### src/rtl/led_pattern_seq.sv
// Button-driven LED pattern sequencer: a debounced push button cycles through four
// patterns (run, bounce, count, blink), and the upstream TICK enable steps each pattern.
module led_pattern_seq #(
  parameter int DEBOUNCE_CYCLES = 500000
) (
  input  logic       CLK,
  input  logic       RESET,
  input  logic       TICK,
  input  logic       BTN_N,
  output logic [7:0] LED,
  output logic [1:0] MODE
);

  localparam int CNT_W = (DEBOUNCE_CYCLES > 1) ? $clog2(DEBOUNCE_CYCLES) : 1;
  localparam logic [CNT_W-1:0] CNT_MAX = CNT_W'(DEBOUNCE_CYCLES - 1);

  typedef enum logic [1:0] {
    MODE_RUN    = 2'd0,
    MODE_BOUNCE = 2'd1,
    MODE_COUNT  = 2'd2,
    MODE_BLINK  = 2'd3
  } mode_e;

  typedef enum logic {
    DIR_LEFT  = 1'b0,
    DIR_RIGHT = 1'b1
  } dir_e;

  logic             btn_meta_q, btn_sync_q;
  logic             stable_q, stable_d;
  logic [CNT_W-1:0] cnt_q, cnt_d;
  logic             press;
  mode_e            mode_q, mode_d;
  dir_e             dir_q, dir_d;
  logic [7:0]       led_q, led_d;

  function automatic logic [7:0] mode_init(input mode_e m);
    case (m)
      MODE_RUN, MODE_BOUNCE: return 8'h01;
      default:               return 8'h00;
    endcase
  endfunction

  always_ff @(posedge CLK) begin
    if (RESET) begin
      btn_meta_q <= 1'b1;
      btn_sync_q <= 1'b1;
      stable_q   <= 1'b1;
      cnt_q      <= '0;
      mode_q     <= MODE_RUN;
      dir_q      <= DIR_LEFT;
      led_q      <= 8'h01;
    end else begin
      btn_meta_q <= BTN_N;
      btn_sync_q <= btn_meta_q;
      stable_q   <= stable_d;
      cnt_q      <= cnt_d;
      mode_q     <= mode_d;
      dir_q      <= dir_d;
      led_q      <= led_d;
    end
  end

  // Debounce: any cycle where the synchronized level matches the stable one restarts the count.
  always_comb begin
    stable_d = stable_q;
    cnt_d    = '0;
    if (btn_sync_q != stable_q) begin
      if (cnt_q == CNT_MAX) begin
        stable_d = btn_sync_q;
      end else begin
        cnt_d = cnt_q + CNT_W'(1);
      end
    end
  end

  // Press event is high during the single cycle in which stable is about to fall.
  assign press = stable_q & ~stable_d;

  always_comb begin
    mode_d = mode_q;
    dir_d  = dir_q;
    led_d  = led_q;
    if (press) begin
      mode_d = mode_e'(mode_q + 2'd1);
      dir_d  = DIR_LEFT;
      led_d  = mode_init(mode_d);
    end else if (TICK) begin
      case (mode_q)
        MODE_RUN: led_d = {led_q[6:0], led_q[7]};
        MODE_BOUNCE: begin
          if (dir_q == DIR_LEFT) begin
            if (led_q == 8'h80) begin
              led_d = 8'h40;
              dir_d = DIR_RIGHT;
            end else begin
              led_d = {led_q[6:0], 1'b0};
            end
          end else begin
            if (led_q == 8'h01) begin
              led_d = 8'h02;
              dir_d = DIR_LEFT;
            end else begin
              led_d = {1'b0, led_q[7:1]};
            end
          end
        end
        MODE_COUNT: led_d = led_q + 8'd1;
        default:    led_d = ~led_q;
      endcase
    end
  end

  assign LED  = led_q;
  assign MODE = mode_q;

endmodule

### config.mk
export PLATFORM = sky130hd
export DESIGN_NAME = led_pattern_seq
export DESIGN_NICKNAME = d
export VERILOG_FILES = /design/src/rtl/led_pattern_seq.sv
export SDC_FILE = /design/constraint.sdc
export NUM_CORES = 1
export LEC_CHECK = 0
export CORE_UTILIZATION = 56
export CTS_CLUSTER_SIZE = 12
export DETAILED_ROUTE_END_ITERATION = 8
export PLACE_DENSITY = 0.89
export SYNTH_ARGS = -nofsm -noshare
export SYNTH_HDL_FRONTEND = slang
export SYNTH_SLANG_ARGS = --single-unit
### constraint.sdc
create_clock -name CLK -period 3.45 [get_ports CLK]
set_input_delay 0.69 -clock CLK [delete_from_list [all_inputs] [get_ports CLK]]
set_output_delay 0.69 -clock CLK [all_outputs]
set_load 0.02 [all_outputs]
==> impl_metrics.json, run 1 <==
{
  "status": "complete, no violations",
  "synth_compound_gate_area_share": 0.1277,
  "fmax_mhz": 433.7,
  "min_path_type": "flop to flop",
  "placement_rows": 20,
  "power.static_leakage_nw": 0.7280,
  "cts-buffers-inserted": 5,
  "timing.critical_path.required_ns": 2.76,
  "synth_top_family_by_area": "simple AND/OR/NAND/NOR gates",
  "detailed_place.area_um2": 1999,
  "grt_pass1_vias": 1442,
  "use_met1": 0.3197,
  "final_core_utilization": 0.6556,
  "hold_buffers": 0,
  "grt_max_degree": 20,
  "report.final.slew_viol_count": 0,
  "tightest_slew_ns": 0.6098,
  "n_antenna_cell": 0,
  "io-pin-count": 14,
  "postCtsSetupBuffers": 0,
  "fp.dieW_um": 60.26,
  "dpl.hpwl_um": 2603,
  "syn-cell-area_um2": 1901,
  "cts_resized": 0,
  "synth-edff-count": 0,
  "fp.dieH_um": 60.26,
  "fin_crit_sh": 0.6683,
  "critical_path.cell_chain": "clkdlybuf4s50_1",
  "yosys.cell_types.count": 48,
  "initial_core_util": 0.6076,
  "finalSetupViolCount": 0,
  "gp_congestion": 0.8731,
  "met3_usage": 0.05844,
  "grt_use_met2": 0.3705,
  "critical_path.endpoint_type": "output port",
  "cp_slowest_stage_delay_ns": 0.69,
  "yosysSeqAreaShare": 0.3476,
  "grt_most_used_layer": "met2",
  "yosys.area_share.xor_xnor": 0.1060,
  "wire_length_reported_by_the_detailed_router_um": 3689,
  "synth_async_sr_flop_share": 0,
  "crit_type": "flop to output port",
  "synthesis.yosys.warnings": 0,
  "first_drt_pass_iteration_count": 4,
  "synth_fa_ha_area_frac": 0.05267,
  "avgRoutedWirePerCell_um": 13.22,
  "drcViolationCount": 0,
  "crit_path_top_delay_cell": "clkdlybuf4s50_1",
  "detail_route.vias_per_cell": 5.724,
  "post_synth.cell_area_avg_um2": 8.336,
  "critical_path_peak_fanout": 13,
  "clock_sink_count": 33,
  "drt_iter0_drc": 62,
  "hold_violations": 0,
  "io_buffers": 13,
  "timing.slew.headroom": 0.5935,
  "simple_gate_fraction_of_synth_area": 0.2864,
  "crit_arrival_ns": 1.62,
  "layout_overhead_on_the_synthesized_area_pct": 7.900,
  "crit_buf_inv": 1,
  "max-clock-path-buffers": 2,
  "family_with_the_most_delay_on_the_worst_path": "buffers and inverters",
  "ctsRootBufferMaster": "clkbuf_4",
  "crit_path_start_kind": "flop",
  "synth.ff_latch_count": 33,
  "synth_fp_nets": 240,
  "clkLatencyLatePin_ns": 0.34,
  "finalSetupTns_ns": 0,
  "cts.clk_slew.worst_paths_ns": 0.10,
  "rsz_0062_raised_after_global_routing": "no",
  "worst_ir_drop_vdd_v": 0.0002068,
  "maxCapViolCount": 0,
  "htree_num_levels": 2,
  "dieArea_um2": 3631,
  "antenna_found_initial": 0,
  "global_route_wire_length_before_repair_um": 6465,
  "layout-drive-gt1-share": 0.09362,
  "post-layout-total-power_mw": 0.6703,
  "ys_dominant_reg_cell": "dfxtp_1",
  "power_per_cell_area_nw_per_um2": 326.8,
  "postSynthCellCount": 228,
  "floorplan.core_area_um2": 3128,
  "clock_tree_from_tritoncts": "yes",
  "final_cell_area_um2": 2051,
  "worst_clock_skew_ns": 0.006395,
  "minimum_clock_period_after_layout_ns": 2.306,
  "number_of_nets_with_antenna_violations_after_routing": 0,
  "dr_vias": 1597,
  "synth.mux.area_fraction": 0.01053,
  "grt-ovfl-total": 0,
  "grt_use_total": 0.2410,
  "finish.net_count": 246
}
==> cells by family after synthesis <==
kind of cell,Yosys count
and+or+nand+nor,100
AOI/OAI and AO/OA,36
DFF,33
buffers and inverters,26
xor gates and xnor gates,23
adders and majority gates,8
muxes,2
==> registers in the layout (all words and copies together), names as in the netlist <==
signal	cells
LED	8
cnt_q	19
dir_q	1
btn_meta_q	1
stable_q	1
MODE	2
btn_sync_q	1
==> area by class of cell <==
class | instances | area (um^2)
Clock buffer | 6 | 41.29
Multi-Input combinational cell | 169 | 1109
Fill cell | 251 | 1077
Clock inverter | 2 | 10.01
Inverter | 12 | 45.04
Sequential cell | 33 | 660.6
Timing Repair Buffer | 13 | 130.1
Tap cell | 44 | 55.05
==> path summary, 6_finish.rpt <==
kind                                             from                     to  slack (ns)  cells past startpoint
worst min register to register  btn_meta_q$_SDFF_PP1_  btn_sync_q$_SDFF_PP1_        0.42                      1
worst min-delay path            btn_meta_q$_SDFF_PP1_  btn_sync_q$_SDFF_PP1_        0.42                      1
worst max-delay path              LED[2]$_SDFFE_PP0P_                 LED[2]        1.14                      1
worst max register to register    cnt_q[0]$_SDFF_PP0_   cnt_q[16]$_SDFF_PP0_        1.35                      6
==> cell usage in the layout (no fill, tap or decap), types with 2 or more instances in the layout <==
cell type,synthesis,routed
o21ai_0,11,11
nand4_1,5,5
nor4_1,2,2
or2_2,4,4
nor2_1,31,31
a31oi_1,2,2
nor4b_1,2,2
nor3_1,8,8
inv_1,12,12
nand2_1,12,12
nor2b_1,2,2
xor2_1,11,11
mux2i_1,2,2
clkinv_2,0,2
or2b_2,2,2
clkdlybuf4s50_1,0,13
ha_1,8,8
and3_1,5,5
and4_1,4,4
a21oi_1,8,8
nand3_1,15,15
clkbuf_4,0,5
a221o_1,2,2
a211o_1,2,2
xnor2_1,12,12
dfxtp_1,33,33
==> report_power, final <==
group | total [mW] | leakage, nW | switching (mW) | internal (mW)
Combinational | 0.0621 | 0.428 | 0.0313 | 0.0309
Clock | 0.208 | 0.0320 | 0.130 | 0.0775
Sequential | 0.401 | 0.268 | 0.0135 | 0.387
Total | 0.670 | 0.728 | 0.175 | 0.495
==> synth_stat cells, types with 2 or more instances <==
| cell type | n | area [um^2] |
|---|---|---|
| buf_2 | 5 | 25.02 |
| mux2i_1 | 2 | 20.02 |
| or2b_2 | 2 | 17.52 |
| xor2_1 | 11 | 96.34 |
| and3_1 | 5 | 31.28 |
| nor2b_1 | 2 | 12.51 |
| and4_1 | 4 | 35.03 |
| nor4_1 | 2 | 12.51 |
| a31oi_1 | 2 | 12.51 |
| a21oi_1 | 8 | 40.04 |
| nand3_1 | 15 | 75.07 |
| dfxtp_1 | 33 | 660.6 |
| clkbuf_1 | 5 | 18.77 |
| a211o_1 | 2 | 17.52 |
| inv_1 | 12 | 45.04 |
| nand4_1 | 5 | 31.28 |
| o21ai_0 | 11 | 55.05 |
| nor4b_1 | 2 | 17.52 |
| nor3_1 | 8 | 40.04 |
| xnor2_1 | 12 | 105.1 |
| nor2_1 | 31 | 116.4 |
| a221o_1 | 2 | 20.02 |
| nand2_1 | 12 | 45.04 |
| ha_1 | 8 | 100.1 |
| or2_2 | 4 | 25.02 |
==> routing by layer <==
layer | vias to the layer above | wire length [um]
met5 | - | 0
met4 | 0 | 58
met3 | 8 | 170
met2 | 34 | 1656
met1 | 749 | 1804
li1 | 806 | -
==> through the flow <==
step	std cells	setup WS, ns	hold WS (ns)
after global routing	279	1.066	0.4416
after CTS	279	1.154	0.4205
after floorplan	228	1.424	0.3895
after detailed placement	271	1.174	0.4008
final	279	1.144	0.4220
after global placement	271	1.228	0.3942
Power figures use the tool's default switching activity.
==> inputs of run 2 (changes only) <==
Clock period 3.45 ns to 2.3 ns, I/O delays scaled along.
==> impl_metrics.json, run 2 (synthesized netlist as in run 1, its figures left out) <==
{
  "fin_crit_sh": 0.8905,
  "fmax_mhz": 488.2,
  "avgRoutedWirePerCell_um": 13.36,
  "number_of_nets_with_antenna_violations_after_routing": 0,
  "crit_path_start_kind": "flop",
  "global_route_wire_length_before_repair_um": 6313,
  "power.static_leakage_nw": 0.7618,
  "worst_ir_drop_vdd_v": 0.0003541,
  "grt_max_degree": 20,
  "minimum_clock_period_after_layout_ns": 2.048,
  "critical_path_peak_fanout": 8,
  "maxCapViolCount": 0,
  "met3_usage": 0.05844,
  "hold_violations": 0,
  "share_comb_of_total_power": 0.090,
  "family_with_the_most_delay_on_the_worst_path": "simple AND/OR/NAND/NOR gates",
  "floorplan.core_area_um2": 3128,
  "finish.cell_count_without_fillers": 283,
  "cp_slowest_stage_delay_ns": 0.40,
  "max-clock-path-buffers": 2,
  "largest_register_ff_count": 19,
  "dpl.hpwl_um": 2671,
  "gp_congestion": 0.9841,
  "net-switching-power_mw": 0.2661,
  "dr_vias": 1617,
  "pre_cts_ws_ns": 0.2685,
  "layout.filler_cells": 248,
  "min_path_type": "flop to flop",
  "clockPowerShare": 0.395,
  "power.internal_mw": 0.8899,
  "critical_path.cell_chain": "inv_1 > ha_1 > or2b_2 > or4_1 > a41oi_1 > a211oi_1 > a211o_1",
  "post-route-worst-setup-slack_ns": 0.2518,
  "drcViolationCount": 0,
  "antenna_found_initial": 0,
  "timing.critical_path.required_ns": 2.53,
  "cts.clk_slew.worst_paths_ns": 0.10,
  "placement_rows": 20,
  "use_met1": 0.3386,
  "netSwitchingFraction": 0.2302,
  "grt_use_met2": 0.3203,
  "htree_num_levels": 2,
  "first_drt_pass_iteration_count": 4,
  "crit_buf_inv": 1,
  "grt_use_total": 0.2387,
  "finish.net_count": 250,
  "dieArea_um2": 3631,
  "rsz_0062_raised_after_global_routing": "no",
  "io_buffers": 13,
  "n_antenna_cell": 0,
  "detail_route.vias_per_cell": 5.714,
  "finalSetupTns_ns": 0,
  "clkLatencyLatePin_ns": 0.33,
  "fp.dieH_um": 60.26,
  "ctsRootBufferMaster": "clkbuf_4",
  "grt_most_used_layer": "met1",
  "crit_type": "flop to flop",
  "wire_length_reported_by_the_detailed_router_um": 3782,
  "timing.slew.headroom": 0.7216,
  "fp.dieW_um": 60.26,
  "grt-ovfl-total": 0,
  "cts_resized": 0,
  "dpl.cell_count": 275,
  "hold_buffers": 0,
  "crit_path_top_delay_cell": "or4_1",
  "layout-drive-gt1-share": 0.1088,
  "crit_arrival_ns": 2.28,
  "register_name_with_the_most_flops": "cnt_q",
  "cts-buffers-inserted": 5,
  "power_per_cell_area_nw_per_um2": 546.7,
  "grt_pass1_vias": 1402,
  "initial_core_util": 0.6076,
  "final_cell_area_um2": 2115,
  "io-pin-count": 14,
  "mostFrequentLayoutCell": "dfxtp_1",
  "postCtsSetupBuffers": 0,
  "tightest_slew_ns": 0.4137,
  "report.final.slew_viol_count": 0,
  "status": "complete, no violations",
  "drt_iter0_drc": 104,
  "clock_sink_count": 33,
  "layout_overhead_on_the_synthesized_area_pct": 11.26,
  "clock_tree_from_tritoncts": "yes",
  "power.share.sequential": 0.514,
  "critical_path.endpoint_type": "flop",
  "mostFrequentLayoutCells": "dfxtp_1, nor2_1, nand3_1",
  "finalSetupViolCount": 0,
  "post-layout-total-power_mw": 1.156,
  "detailed_place.area_um2": 2029,
  "worst_clock_skew_ns": 0.006199
}
## run 2: path summary, 6_finish.rpt
check	start	endpoint	slack, ns	cells past startpoint
setup reg to reg	LED[1]$_SDFFE_PP0P_	LED[0]$_SDFFE_PP1P_	0.25	7
hold / removal	btn_meta_q$_SDFF_PP1_	btn_sync_q$_SDFF_PP1_	0.43	1
hold reg to reg	btn_meta_q$_SDFF_PP1_	btn_sync_q$_SDFF_PP1_	0.43	1
setup / recovery	LED[1]$_SDFFE_PP0P_	LED[0]$_SDFFE_PP1P_	0.25	7
## run 2: cell type report
type	count	area, um^2	share of cell area
multi-input combinational	169	1109	0.5243
sequential	33	660.6	0.3124
timing repair buffer	17	160.2	0.07574
clock buffer	7	55.05	0.02604
tap	44	55.05	0.02604
inverter	12	45.04	0.02130
clock inverter	1	30.03	0.01420
## run 2: per-layer routing
layer | part of all wire | vias up
met3 | 0.082 | 9
met2 | 0.43 | 68
li1 | - | 820
met1 | 0.47 | 720
met5 | 0 | -
met4 | 0.022 | 0
## run 2: metrics by stage
| stage | hold WS (ns) | utilization |
|---|---|---|
| after floorplan | 0.3895 | - |
| after global placement | 0.3929 | 0.6488 |
| after detailed placement | 0.4062 | 0.6488 |
| after CTS | 0.4326 | 0.6760 |
| after global routing | 0.4541 | 0.6760 |
| final | 0.4269 | 0.6760 |
## run 2: power groups by stage
stage	logic, mW	registers [mW]	clock network (mW)
finish	0.104	0.595	0.457
global route	0.112	0.597	0.496
CTS	0.103	0.595	0.467
detailed placement	0.102	0.608	0
global placement	0.102	0.607	0
floorplan	0.0667	0.612	0
==> inputs of run 3 (changes only) <==
Settings changed: CORE_ASPECT_RATIO set to 0.6, CORE_MARGIN set to 2.
==> impl_metrics.json, run 3 (synthesized netlist as in run 1, its figures left out) <==
{
  "worst_ir_drop_vdd_v": 0.0003602,
  "cts-buffers-inserted": 5,
  "grt-ovfl-total": 0,
  "number_of_nets_with_antenna_violations_after_routing": 0,
  "mostFrequentLayoutCell": "dfxtp_1",
  "timing.critical_path.required_ns": 2.47,
  "whs_ns": 0.4254,
  "crit_path_start_kind": "flop",
  "dieArea_um2": 3891,
  "worstRegToRegCells": 7,
  "first_drt_pass_iteration_count": 4,
  "crit_type": "flop to flop",
  "avgRoutedWirePerCell_um": 14.62,
  "worstSetupStartpoint": "LED[1]$_SDFFE_PP0P_",
  "max-clock-path-buffers": 2,
  "ctsRootBufferMaster": "clkbuf_8",
  "dpl.hpwl_um": 3074,
  "met3_usage": 0.07778,
  "grt_use_total": 0.2439,
  "pre_cts_ws_ns": 0.2402,
  "grt_pass1_vias": 1542,
  "regToRegStartpoint": "LED[1]$_SDFFE_PP0P_",
  "timing.slew.headroom": 0.6534,
  "post-route-worst-setup-slack_ns": 0.2059,
  "mostFrequentLayoutCells": "dfxtp_1, nor2_1, nand3_1",
  "register_name_with_the_most_flops": "cnt_q",
  "final_cell_area_um2": 2155,
  "largest_register_ff_count": 19,
  "gp_congestion": 0.9631,
  "dr_vias": 1660,
  "htree_num_levels": 2,
  "n_antenna_cell": 0,
  "placement_rows": 16,
  "worst_clock_skew_ns": 0.003999,
  "min_path_type": "flop to flop",
  "fin_crit_sh": 0.9105,
  "io_buffers": 13,
  "power.static_leakage_nw": 0.7855,
  "critical_path_peak_fanout": 8,
  "drt_iter0_drc": 165,
  "crit_arrival_ns": 2.27,
  "antenna_found_initial": 0,
  "use_met1": 0.3575,
  "holdPathStages": 1,
  "grt_most_used_layer": "met1",
  "hold_path_end": "btn_sync_q$_SDFF_PP1_",
  "wire_length_reported_by_the_detailed_router_um": 4224,
  "critical_path.endpoint_type": "flop",
  "floorplan.core_area_um2": 3243,
  "rsz_0062_raised_after_global_routing": "no",
  "io-pin-count": 14,
  "layout.filler_cells": 273,
  "drcViolationCount": 0,
  "fp.dieW_um": 79.21,
  "finish.net_count": 255,
  "finalSetupViolCount": 0,
  "layout_overhead_on_the_synthesized_area_pct": 13.36,
  "minimum_clock_period_after_layout_ns": 2.094,
  "layout-drive-gt1-share": 0.1311,
  "report.final.slew_viol_count": 0,
  "rrSetupSlack_ns": 0.21,
  "fmax_mhz": 477.5,
  "hold_violations": 0,
  "grt_use_met2": 0.3475,
  "finalSetupTns_ns": 0,
  "detailed_place.area_um2": 2068,
  "global_route_wire_length_before_repair_um": 7341,
  "min-delay-start": "btn_meta_q$_SDFF_PP1_",
  "initial_core_util": 0.5860,
  "worst_r2r_endpoint": "LED[0]$_SDFFE_PP1P_",
  "cts_resized": 0,
  "finish.cell_count_without_fillers": 289,
  "grt_max_degree": 20,
  "fp.dieH_um": 49.13,
  "final_core_utilization": 0.6644,
  "dpl.cell_count": 281,
  "tightest_slew_ns": 0.5152,
  "clkLatencyLatePin_ns": 0.28,
  "clock_sink_count": 33,
  "clock_tree_from_tritoncts": "yes",
  "seq_area_um2": 660.6,
  "maxCapViolCount": 0,
  "post-layout-total-power_mw": 1.136,
  "postCtsSetupBuffers": 0,
  "cts.clk_slew.worst_paths_ns": 0.07,
  "multi_input_area_um2": 1109,
  "detail_route.vias_per_cell": 5.744,
  "power_per_cell_area_nw_per_um2": 527.4,
  "status": "complete, no violations",
  "hold_buffers": 0
}
[run 3: cell count changes in the layout (fill, tap and decap cells not counted), sizes merged]
cell      previous run  this run
clkinvlp             0         1
clkbuf               7         5
clkinv               0         2
buf                  4         9
bufinv               1         0
[run 3: routing by layer]
layer	wire [um]	part of all wire
met1	2060	0.49
met4	34	0.0080
met5	0	0
met2	1711	0.41
met3	418	0.099
[run 3: how the worst max path moves through the flow]
stage	to	slack, ns
floorplan	LED[0]$_SDFFE_PP1P_	0.27
global placement	LED[0]$_SDFFE_PP1P_	0.27
detailed placement	LED[0]$_SDFFE_PP1P_	0.24
CTS	LED[0]$_SDFFE_PP1P_	0.23
global route	LED[0]$_SDFFE_PP1P_	0.10
finish	LED[0]$_SDFFE_PP1P_	0.21
[run 3: power by group]
group	leakage [nW]	switching (mW)	internal, mW
sequential	0.268	0.00930	0.581
clock	0.0439	0.219	0.209
combinational	0.474	0.0634	0.0552
[run 3: area by class of cell]
cell class	instances	area share
clock inverter	3	0.008130
inverter	12	0.02091
tap	45	0.02613
clock buffer	5	0.03194
timing repair buffer	22	0.09175
sequential	33	0.3066
multi-input combinational	169	0.5145
[run 3: worst max-delay path: stages (launching register included)]
cell and delay (ns):
dfxtp_1 0.39, inv_1 0.13, ha_1 0.18, or2b_2 0.30, or4_1 0.39, a41oi_1 0.25, a211oi_1 0.07, a211o_1 0.27
